**src/rtl/mips_mon_pkg.sv**
```systemverilog
// Shared encodings, defaults and helpers for the MIPS run monitor.
// Imported by the monitor top, its interface and the trace buffer.
package mips_mon_pkg;

    localparam logic [1:0] ST_RUN     = 2'd0;
    localparam logic [1:0] ST_HALT    = 2'd1;
    localparam logic [1:0] ST_TIMEOUT = 2'd2;

    localparam int DEFAULT_EXIT_CODE = 10;

    typedef struct packed {
        logic [31:0] pc;
        logic [31:0] instr;
    } trace_entry_t;

    function automatic logic [31:0] sat_inc32(input logic [31:0] v);
        return (v == 32'hFFFF_FFFF) ? v : v + 32'd1;
    endfunction

endpackage

```
**src/rtl/mips_run_monitor_if.sv**
```systemverilog
// Retire/observation bus between the MIPS core side and the run monitor.
// The master drives retirement samples and the trace index; the slave reports status.
interface mips_run_monitor_if #(
    parameter int DATA_W      = 32,
    parameter int PC_W        = 32,
    parameter int TRACE_DEPTH = 16
);
    localparam int IDX_W = $clog2(TRACE_DEPTH);

    logic              clear_i;
    logic              instr_valid_i;
    logic [PC_W-1:0]   pc_i;
    logic [31:0]       instr_i;
    logic [DATA_W-1:0] v0_i;
    logic [DATA_W-1:0] a0_i;
    logic [IDX_W-1:0]  trace_rd_idx_i;

    logic [1:0]        state_o;
    logic              halted_o;
    logic              timeout_o;
    logic [DATA_W-1:0] result_o;
    logic [31:0]       cycle_count_o;
    logic [31:0]       instr_count_o;
    logic [IDX_W:0]    trace_count_o;
    logic [PC_W-1:0]   trace_rd_pc_o;
    logic [31:0]       trace_rd_instr_o;

    modport master (
        output clear_i, instr_valid_i, pc_i, instr_i,
        output v0_i, a0_i, trace_rd_idx_i,
        input  state_o, halted_o, timeout_o, result_o,
        input  cycle_count_o, instr_count_o, trace_count_o,
        input  trace_rd_pc_o, trace_rd_instr_o
    );

    modport slave (
        input  clear_i, instr_valid_i, pc_i, instr_i,
        input  v0_i, a0_i, trace_rd_idx_i,
        output state_o, halted_o, timeout_o, result_o,
        output cycle_count_o, instr_count_o, trace_count_o,
        output trace_rd_pc_o, trace_rd_instr_o
    );

endinterface

```
**src/rtl/mips_mon_trace_buf.sv**
```systemverilog
// Circular trace of recently retired {pc, instr} pairs.
// Saturating fill count; registered read indexed back from the newest entry.
module mips_mon_trace_buf #(
    parameter int PC_W  = 32,
    parameter int DEPTH = 16,
    localparam int AW   = $clog2(DEPTH)
) (
    input  logic            clock,
    input  logic            reset,
    input  logic            clear_i,
    input  logic            wr_en_i,
    input  logic [PC_W-1:0] wr_pc_i,
    input  logic [31:0]     wr_instr_i,
    input  logic [AW-1:0]   rd_idx_i,
    output logic [AW:0]     count_o,
    output logic [PC_W-1:0] rd_pc_o,
    output logic [31:0]     rd_instr_o
);

    typedef struct packed {
        logic [PC_W-1:0] pc;
        logic [31:0]     instr;
    } entry_t;

    localparam logic [AW:0] FULL = (AW+1)'(DEPTH);

    entry_t          mem_q [DEPTH];
    entry_t          rd_q, rd_d;
    logic [AW-1:0]   wp_q, wp_d;
    logic [AW:0]     cnt_q, cnt_d;
    logic [AW-1:0]   rd_ptr;
    logic            rd_hit;

    assign rd_ptr = wp_q - AW'(1) - rd_idx_i;
    assign rd_hit = {1'b0, rd_idx_i} < cnt_q;

    always_comb begin
        wp_d  = wp_q;
        cnt_d = cnt_q;
        rd_d  = rd_hit ? mem_q[rd_ptr] : '0;
        if (clear_i) begin
            wp_d  = '0;
            cnt_d = '0;
        end else if (wr_en_i) begin
            wp_d  = wp_q + AW'(1);
            cnt_d = (cnt_q == FULL) ? cnt_q : cnt_q + 1'b1;
        end
    end

    always_ff @(posedge clock or negedge reset) begin
        if (!reset) begin
            wp_q  <= '0;
            cnt_q <= '0;
            rd_q  <= '0;
        end else begin
            wp_q  <= wp_d;
            cnt_q <= cnt_d;
            rd_q  <= rd_d;
        end
    end

    // Storage needs no reset: reads are gated by the fill count.
    always_ff @(posedge clock) begin
        if (wr_en_i && !clear_i)
            mem_q[wp_q] <= '{pc: wr_pc_i, instr: wr_instr_i};
    end

    assign count_o    = cnt_q;
    assign rd_pc_o    = rd_q.pc;
    assign rd_instr_o = rd_q.instr;

endmodule

```
**src/rtl/mips_run_monitor.sv**
```systemverilog
// Run-control monitor for the single-cycle MIPS core: exit/timeout FSM and counters.
// Trace buffer is built only when MIPS_MON_TRACE_EN is defined.
module mips_run_monitor
    import mips_mon_pkg::*;
#(
    parameter int DATA_W         = 32,
    parameter int PC_W           = 32,
    parameter int TRACE_DEPTH    = 16,
    parameter int TIMEOUT_CYCLES = 200,
    parameter int EXIT_CODE      = DEFAULT_EXIT_CODE
) (
    input logic              clock,
    input logic              reset,
    mips_run_monitor_if.slave mon
);

    localparam int          IDX_W   = $clog2(TRACE_DEPTH);
    localparam bit          TO_EN   = (TIMEOUT_CYCLES != 0);
    localparam logic [31:0] TO_LAST = TO_EN ? 32'(TIMEOUT_CYCLES - 1) : 32'd0;

    logic [1:0]        state_q, state_d;
    logic [31:0]       cyc_q, cyc_d;
    logic [31:0]       icnt_q, icnt_d;
    logic [DATA_W-1:0] result_q, result_d;
    logic              exit_hit;
    logic              to_hit;
    logic              wr_en;

    assign exit_hit = (mon.v0_i == DATA_W'(EXIT_CODE));
    assign to_hit   = TO_EN && (cyc_q == TO_LAST);
    assign wr_en    = mon.instr_valid_i && (state_q == ST_RUN) && !mon.clear_i;

    // Exit outranks timeout on the same edge; counting still happens on it.
    always_comb begin
        state_d  = state_q;
        cyc_d    = cyc_q;
        icnt_d   = icnt_q;
        result_d = result_q;
        if (mon.clear_i) begin
            state_d = ST_RUN;
            cyc_d   = '0;
            icnt_d  = '0;
        end else if (state_q == ST_RUN) begin
            cyc_d = sat_inc32(cyc_q);
            if (mon.instr_valid_i)
                icnt_d = sat_inc32(icnt_q);
            if (exit_hit) begin
                state_d  = ST_HALT;
                result_d = mon.a0_i;
            end else if (to_hit) begin
                state_d = ST_TIMEOUT;
            end
        end
    end

    always_ff @(posedge clock or negedge reset) begin
        if (!reset) begin
            state_q  <= ST_RUN;
            cyc_q    <= '0;
            icnt_q   <= '0;
            result_q <= '0;
        end else begin
            state_q  <= state_d;
            cyc_q    <= cyc_d;
            icnt_q   <= icnt_d;
            result_q <= result_d;
        end
    end

    assign mon.state_o       = state_q;
    assign mon.halted_o      = (state_q == ST_HALT);
    assign mon.timeout_o     = (state_q == ST_TIMEOUT);
    assign mon.result_o      = result_q;
    assign mon.cycle_count_o = cyc_q;
    assign mon.instr_count_o = icnt_q;

`ifdef MIPS_MON_TRACE_EN
    mips_mon_trace_buf #(
        .PC_W  (PC_W),
        .DEPTH (TRACE_DEPTH)
    ) u_trace (
        .clock      (clock),
        .reset      (reset),
        .clear_i    (mon.clear_i),
        .wr_en_i    (wr_en),
        .wr_pc_i    (mon.pc_i),
        .wr_instr_i (mon.instr_i),
        .rd_idx_i   (mon.trace_rd_idx_i),
        .count_o    (mon.trace_count_o),
        .rd_pc_o    (mon.trace_rd_pc_o),
        .rd_instr_o (mon.trace_rd_instr_o)
    );
`else
    logic unused_trace;
    assign unused_trace = ^{wr_en, mon.pc_i, mon.instr_i, mon.trace_rd_idx_i};

    assign mon.trace_count_o    = '0;
    assign mon.trace_rd_pc_o    = '0;
    assign mon.trace_rd_instr_o = '0;
`endif

endmodule

```
**src/flat_wrapper.sv**
```systemverilog
// flat-port wrapper written by rule: the top's interface ports become plain ports
module mips_run_monitor_flat import mips_mon_pkg::*;
#(
    parameter int DATA_W         = 32,
    parameter int PC_W           = 32,
    parameter int TRACE_DEPTH    = 16,
    parameter int TIMEOUT_CYCLES = 200,
    parameter int EXIT_CODE      = DEFAULT_EXIT_CODE
)
  (clock, reset, mon_clear_i, mon_instr_valid_i, mon_pc_i, mon_instr_i, mon_v0_i, mon_a0_i, mon_trace_rd_idx_i, mon_state_o, mon_halted_o, mon_timeout_o, mon_result_o, mon_cycle_count_o, mon_instr_count_o, mon_trace_count_o, mon_trace_rd_pc_o, mon_trace_rd_instr_o);
  mips_run_monitor_if #(.DATA_W(DATA_W), .PC_W(PC_W), .TRACE_DEPTH(TRACE_DEPTH)) mon_i ();
  input logic clock;
  input logic reset;
  input wire logic [$bits(mon_i.clear_i)-1:0] mon_clear_i;
  input wire logic [$bits(mon_i.instr_valid_i)-1:0] mon_instr_valid_i;
  input wire logic [$bits(mon_i.pc_i)-1:0] mon_pc_i;
  input wire logic [$bits(mon_i.instr_i)-1:0] mon_instr_i;
  input wire logic [$bits(mon_i.v0_i)-1:0] mon_v0_i;
  input wire logic [$bits(mon_i.a0_i)-1:0] mon_a0_i;
  input wire logic [$bits(mon_i.trace_rd_idx_i)-1:0] mon_trace_rd_idx_i;
  output wire logic [$bits(mon_i.state_o)-1:0] mon_state_o;
  output wire logic [$bits(mon_i.halted_o)-1:0] mon_halted_o;
  output wire logic [$bits(mon_i.timeout_o)-1:0] mon_timeout_o;
  output wire logic [$bits(mon_i.result_o)-1:0] mon_result_o;
  output wire logic [$bits(mon_i.cycle_count_o)-1:0] mon_cycle_count_o;
  output wire logic [$bits(mon_i.instr_count_o)-1:0] mon_instr_count_o;
  output wire logic [$bits(mon_i.trace_count_o)-1:0] mon_trace_count_o;
  output wire logic [$bits(mon_i.trace_rd_pc_o)-1:0] mon_trace_rd_pc_o;
  output wire logic [$bits(mon_i.trace_rd_instr_o)-1:0] mon_trace_rd_instr_o;
  assign mon_i.clear_i = mon_clear_i;
  assign mon_i.instr_valid_i = mon_instr_valid_i;
  assign mon_i.pc_i = mon_pc_i;
  assign mon_i.instr_i = mon_instr_i;
  assign mon_i.v0_i = mon_v0_i;
  assign mon_i.a0_i = mon_a0_i;
  assign mon_i.trace_rd_idx_i = mon_trace_rd_idx_i;
  assign mon_state_o = mon_i.state_o;
  assign mon_halted_o = mon_i.halted_o;
  assign mon_timeout_o = mon_i.timeout_o;
  assign mon_result_o = mon_i.result_o;
  assign mon_cycle_count_o = mon_i.cycle_count_o;
  assign mon_instr_count_o = mon_i.instr_count_o;
  assign mon_trace_count_o = mon_i.trace_count_o;
  assign mon_trace_rd_pc_o = mon_i.trace_rd_pc_o;
  assign mon_trace_rd_instr_o = mon_i.trace_rd_instr_o;
  mips_run_monitor #(.DATA_W(DATA_W), .PC_W(PC_W), .TRACE_DEPTH(TRACE_DEPTH), .TIMEOUT_CYCLES(TIMEOUT_CYCLES), .EXIT_CODE(EXIT_CODE)) u_core (.clock(clock), .reset(reset), .mon(mon_i));
endmodule
```
**config.mk**
```make
export PLATFORM = sky130hd
export DESIGN_NAME = mips_run_monitor_flat
export DESIGN_NICKNAME = d
export VERILOG_FILES = /design/src/rtl/mips_mon_pkg.sv /design/src/rtl/mips_run_monitor_if.sv /design/src/rtl/mips_mon_trace_buf.sv /design/src/rtl/mips_run_monitor.sv /design/src/flat_wrapper.sv
export SDC_FILE = /design/constraint.sdc
export NUM_CORES = 1
export LEC_CHECK = 0
export ABC_AREA = 1
export BUFFER_PORTS_ARGS = -buffer_cell sky130_fd_sc_hd__buf_2
export CORE_MARGIN = 10
export CORE_UTILIZATION = 52
export DETAILED_ROUTE_END_ITERATION = 16
export HOLD_SLACK_MARGIN = 0.06
export PLACE_DENSITY = 0.93
export SYNTH_ARGS = -nofsm -noshare
export SYNTH_HDL_FRONTEND = slang
export SYNTH_HIERARCHICAL = 1
export SYNTH_SLANG_ARGS = --single-unit
```
**constraint.sdc**
```tcl
create_clock -name clock -period 4.9 [get_ports clock]
set_input_delay 0.245 -clock clock [delete_from_list [all_inputs] [get_ports clock]]
set_output_delay 0.245 -clock clock [all_outputs]
set_load 0.01 [all_outputs]
```
==> flow_summary.yaml <==
status:
  status: "complete, no violations"
synthesis:
  ys_ff_latch: 98
  ys_seq_area_share_pct: 35.74
  syn_area_um2: 6862
  yosys_warnings: 6
  synth_cell_types: 33
  synth.avg_cell_area_um2: 6.848
  synth_cells: 1002
power_and_ir_drop:
  seqPwrFrac_pct: 49.6
  ir_drop_mv: 0.1566
  intPower_mw: 1.202
  p_sw_share_pct: 26.97
  p_clk_share_pct: 42.9
  p_per_area_nw_per_um2: 211.3
  power_switching_uw: 444.1
  pwr-share-comb_pct: 7.5
  finalPower_mw: 1.646
  p_leak_nw: 4.275
timing:
  min_period_over_period_pct: 48.80
  hold_ws_ps: 140.0
  finalSetupViolCount: 0
  grt_setup_unrepaired: "false"
  finalMaxSlewViolations: 0
  hold_viol: 0
  tns_ps: 0
  setup_ws_ps: 2509
  maxSlewHeadroom_pct: 38.71
  fin_worst_skew_ps: 6.444
  fin_crit_ps: 2391
  fmax_mhz: 418.2
  worst_pin_slew_ps: 919.4
final_layout:
  fin_nets: 1295
  syn_to_final_growth_pct: 13.57
  most-common-layout-cells: "nand2_1 (358), buf_2 (166), nor2_1 (118)"
  fillCellCount: 1163
  finalNonFillerCells: 1334
  drive_gt1_share_pct: 22.55
  multiInputGateArea_um2: 3592
  ff_latch_area_um2: 2452
  stdcell_area_um2: 7792
  final_common_cell: "nand2_1"
  fin_util_pct: 61.00
  n_antenna_cell: 0
die:
  fp.dieW_um: 134.9
  fp-row-count: 41
  initial_utilization_pct: 53.72
  ios: 305
  dieArea_um2: 18190
  core-area_um2: 12770
  die_y_um: 134.9
setup_path:
  crit_slowest_cell: "nor2_4"
  r2r_slack_ps: 2510
  rr_endpoint: "u_core/mon.result_o[6]"
  path_cells: "nor2_4, nand3_1, buf_4, nand2_1, nand2_1"
  slowest_delay_ps: 660
  critPathKind: "reg -> reg"
  critPathTopFamily: "simple AND/OR/NAND/NOR gates"
  cp-end-kind: "flop"
  worstPathRequired_ps: 5140
  cp-start-kind: "flop"
  crit_arrival_ps: 2630
  r2r_start: "u_core/mon.state_o[1]"
  reg2regPathDepth: 5
  path_buf_inv: 1
  cp_max_fo: 36
  cpMostUsedCell: "nand2_1"
clocking:
  cts_sinks: 98
  root_buffer: "clkbuf_16"
  cts_tree: "built"
  cts-buffers-inserted: 9
  ctsResizeCount: 0
  post-cts-setup-buffer-count: 0
  postCtsHoldBufs: 1
  worstSkewPairLatency_ps: 350
  htree_levels: 3
  clock_tree.buffer_depth: 2
  clk_pin_slew_worst_paths_ps: 80
worst_hold_path:
  worstHoldPathCells: 3
  hp-start: "mon_a0_i[12]"
  hold_end: "u_core/mon.result_o[12]"
  hold_class: "in -> reg"
placed_design:
  dpl.cell_count: 1317
  dp_slack_ps: 2377
  hpwl_um: 15610
  portBuffers: 167
  gp_congestion: 0.9557
  postPlaceCellArea_um2: 7490
drt:
  drt-vias-per-instance: 5.081
  first_iter_violations: 646
  drc: 0
  wire_per_inst_um: 15.17
  ant_nets: 0
  vias: 6778
  routed_wl_um: 20230
  drt_pass1_iterations: 5
job:
  maxCapViolations: 0
global_routing:
  grt_pass1_vias: 6572
  grt_util_all_layers_pct: 21.79
  grt.overflow.total: 0
  grt_pass1_wl_um: 32630
  antenna_found_initial: 0
  grt_max_degree: 75
[worst min-delay path: stages]
cell and delay, ps:
buf_2 70, nand4_1 80, nand2_1 70
[cells in the mapped netlist]
master      n  area [um^2]
buf_4      69        518.0
nor2_2      9        56.30
buf_2       4        20.02
nor2_8      1        20.02
nand4_1    45        281.5
or2_2       7        43.79
nand2_8     1        20.02
o21ai_1     2        10.01
buf_1       2        7.510
conb_1      1        3.750
nand2_2    24        150.1
xnor2_1     6        52.55
nand2_1   358         1344
nor2_4      3        33.78
nand2_4     3        33.78
ha_1        2        25.02
buf_6       5        56.30
o22ai_1     1        6.260
nor3_2      1        10.01
nand3_1    65        325.3
dfrtp_1    98         2452
inv_1      90        337.8
nor2_1    118        442.9
o21ai_0    22        110.1
nand3_2     2        20.02
inv_12      1        16.27
nor3_4      1        16.27
xor2_1     11        96.34
inv_2       2        7.510
buf_12      3        60.06
nor3_1     12        60.06
o21ai_2    20        175.2
clkbuf_1   13        48.80
[power groups by stage]
stage | logic [mW] | clock network (mW) | registers [mW]
global placement | 0.120 | 0 | 0.832
finish | 0.124 | 0.706 | 0.816
floorplan | 0.110 | 0 | 0.833
detailed placement | 0.122 | 0 | 0.832
global route | 0.140 | 0.752 | 0.816
CTS | 0.123 | 0.721 | 0.816
[flip-flops by register name (all words and copies together), names as in the netlist]
signal / count
u_core/mon.state_o: 2
u_core/mon.cycle_count_o: 32
u_core/mon.instr_count_o: 32
u_core/mon.result_o: 32
[per-layer routing]
| layer | routed length [um] | global-route usage, % | part of all wire (%) | up-vias |
|---|---|---|---|---|
| met5 | 0 | 0 | 0 | - |
| li1 | - | - | - | 3323 |
| met2 | 9640 | 36.40 | 48 | 339 |
| met1 | 8083 | 25.60 | 40 | 3080 |
| met4 | 467 | 8.041 | 2.3 | 0 |
| met3 | 2041 | 6.899 | 10 | 36 |
[worst max path at each step]
stage / startpoint / end / slack, ps / cells past startpoint
2_1_floorplan: u_core/mon.cycle_count_o[0] / u_core/mon.cycle_count_o[1] / 3200 / 11
3_3_place_gp: mon_clear_i / u_core/mon.cycle_count_o[25] / 2410 / 7
3_5_place_dp: mon_clear_i / u_core/mon.cycle_count_o[26] / 2380 / 7
4_1_cts: u_core/mon.state_o[1] / u_core/mon.result_o[2] / 2430 / 5
5_1_grt: u_core/mon.state_o[1] / u_core/mon.result_o[0] / 2250 / 5
6_report: u_core/mon.state_o[1] / u_core/mon.result_o[6] / 2510 / 5
[cell type report]
| cell class | instances | area share (%) |
|---|---|---|
| Inverter | 93 | 4.640 |
| Clock inverter | 7 | 0.8671 |
| Sequential cell | 98 | 31.47 |
| Multi-Input combinational cell | 783 | 46.10 |
| Clock buffer | 9 | 2.890 |
| Timing Repair Buffer | 172 | 11.27 |
| Tap cell | 172 | 2.762 |
[kinds of logic (layout without fill, tap and decap cells)]
kind of cell | after synthesis | count (layout) | synth area share, %
XOR/XNOR | 17 | 17 | 2.170
AND/OR/NAND/NOR | 650 | 650 | 41.65
adder cells (fa/ha/maj) | 2 | 2 | 0.3646
other | 1 | 69 | 0.05465
buffers and inverters | 189 | 281 | 15.63
flip-flops | 98 | 98 | 35.74
AO/OA/AOI/OAI | 45 | 45 | 4.395
Note: power is estimated with default switching activity, not from simulation.
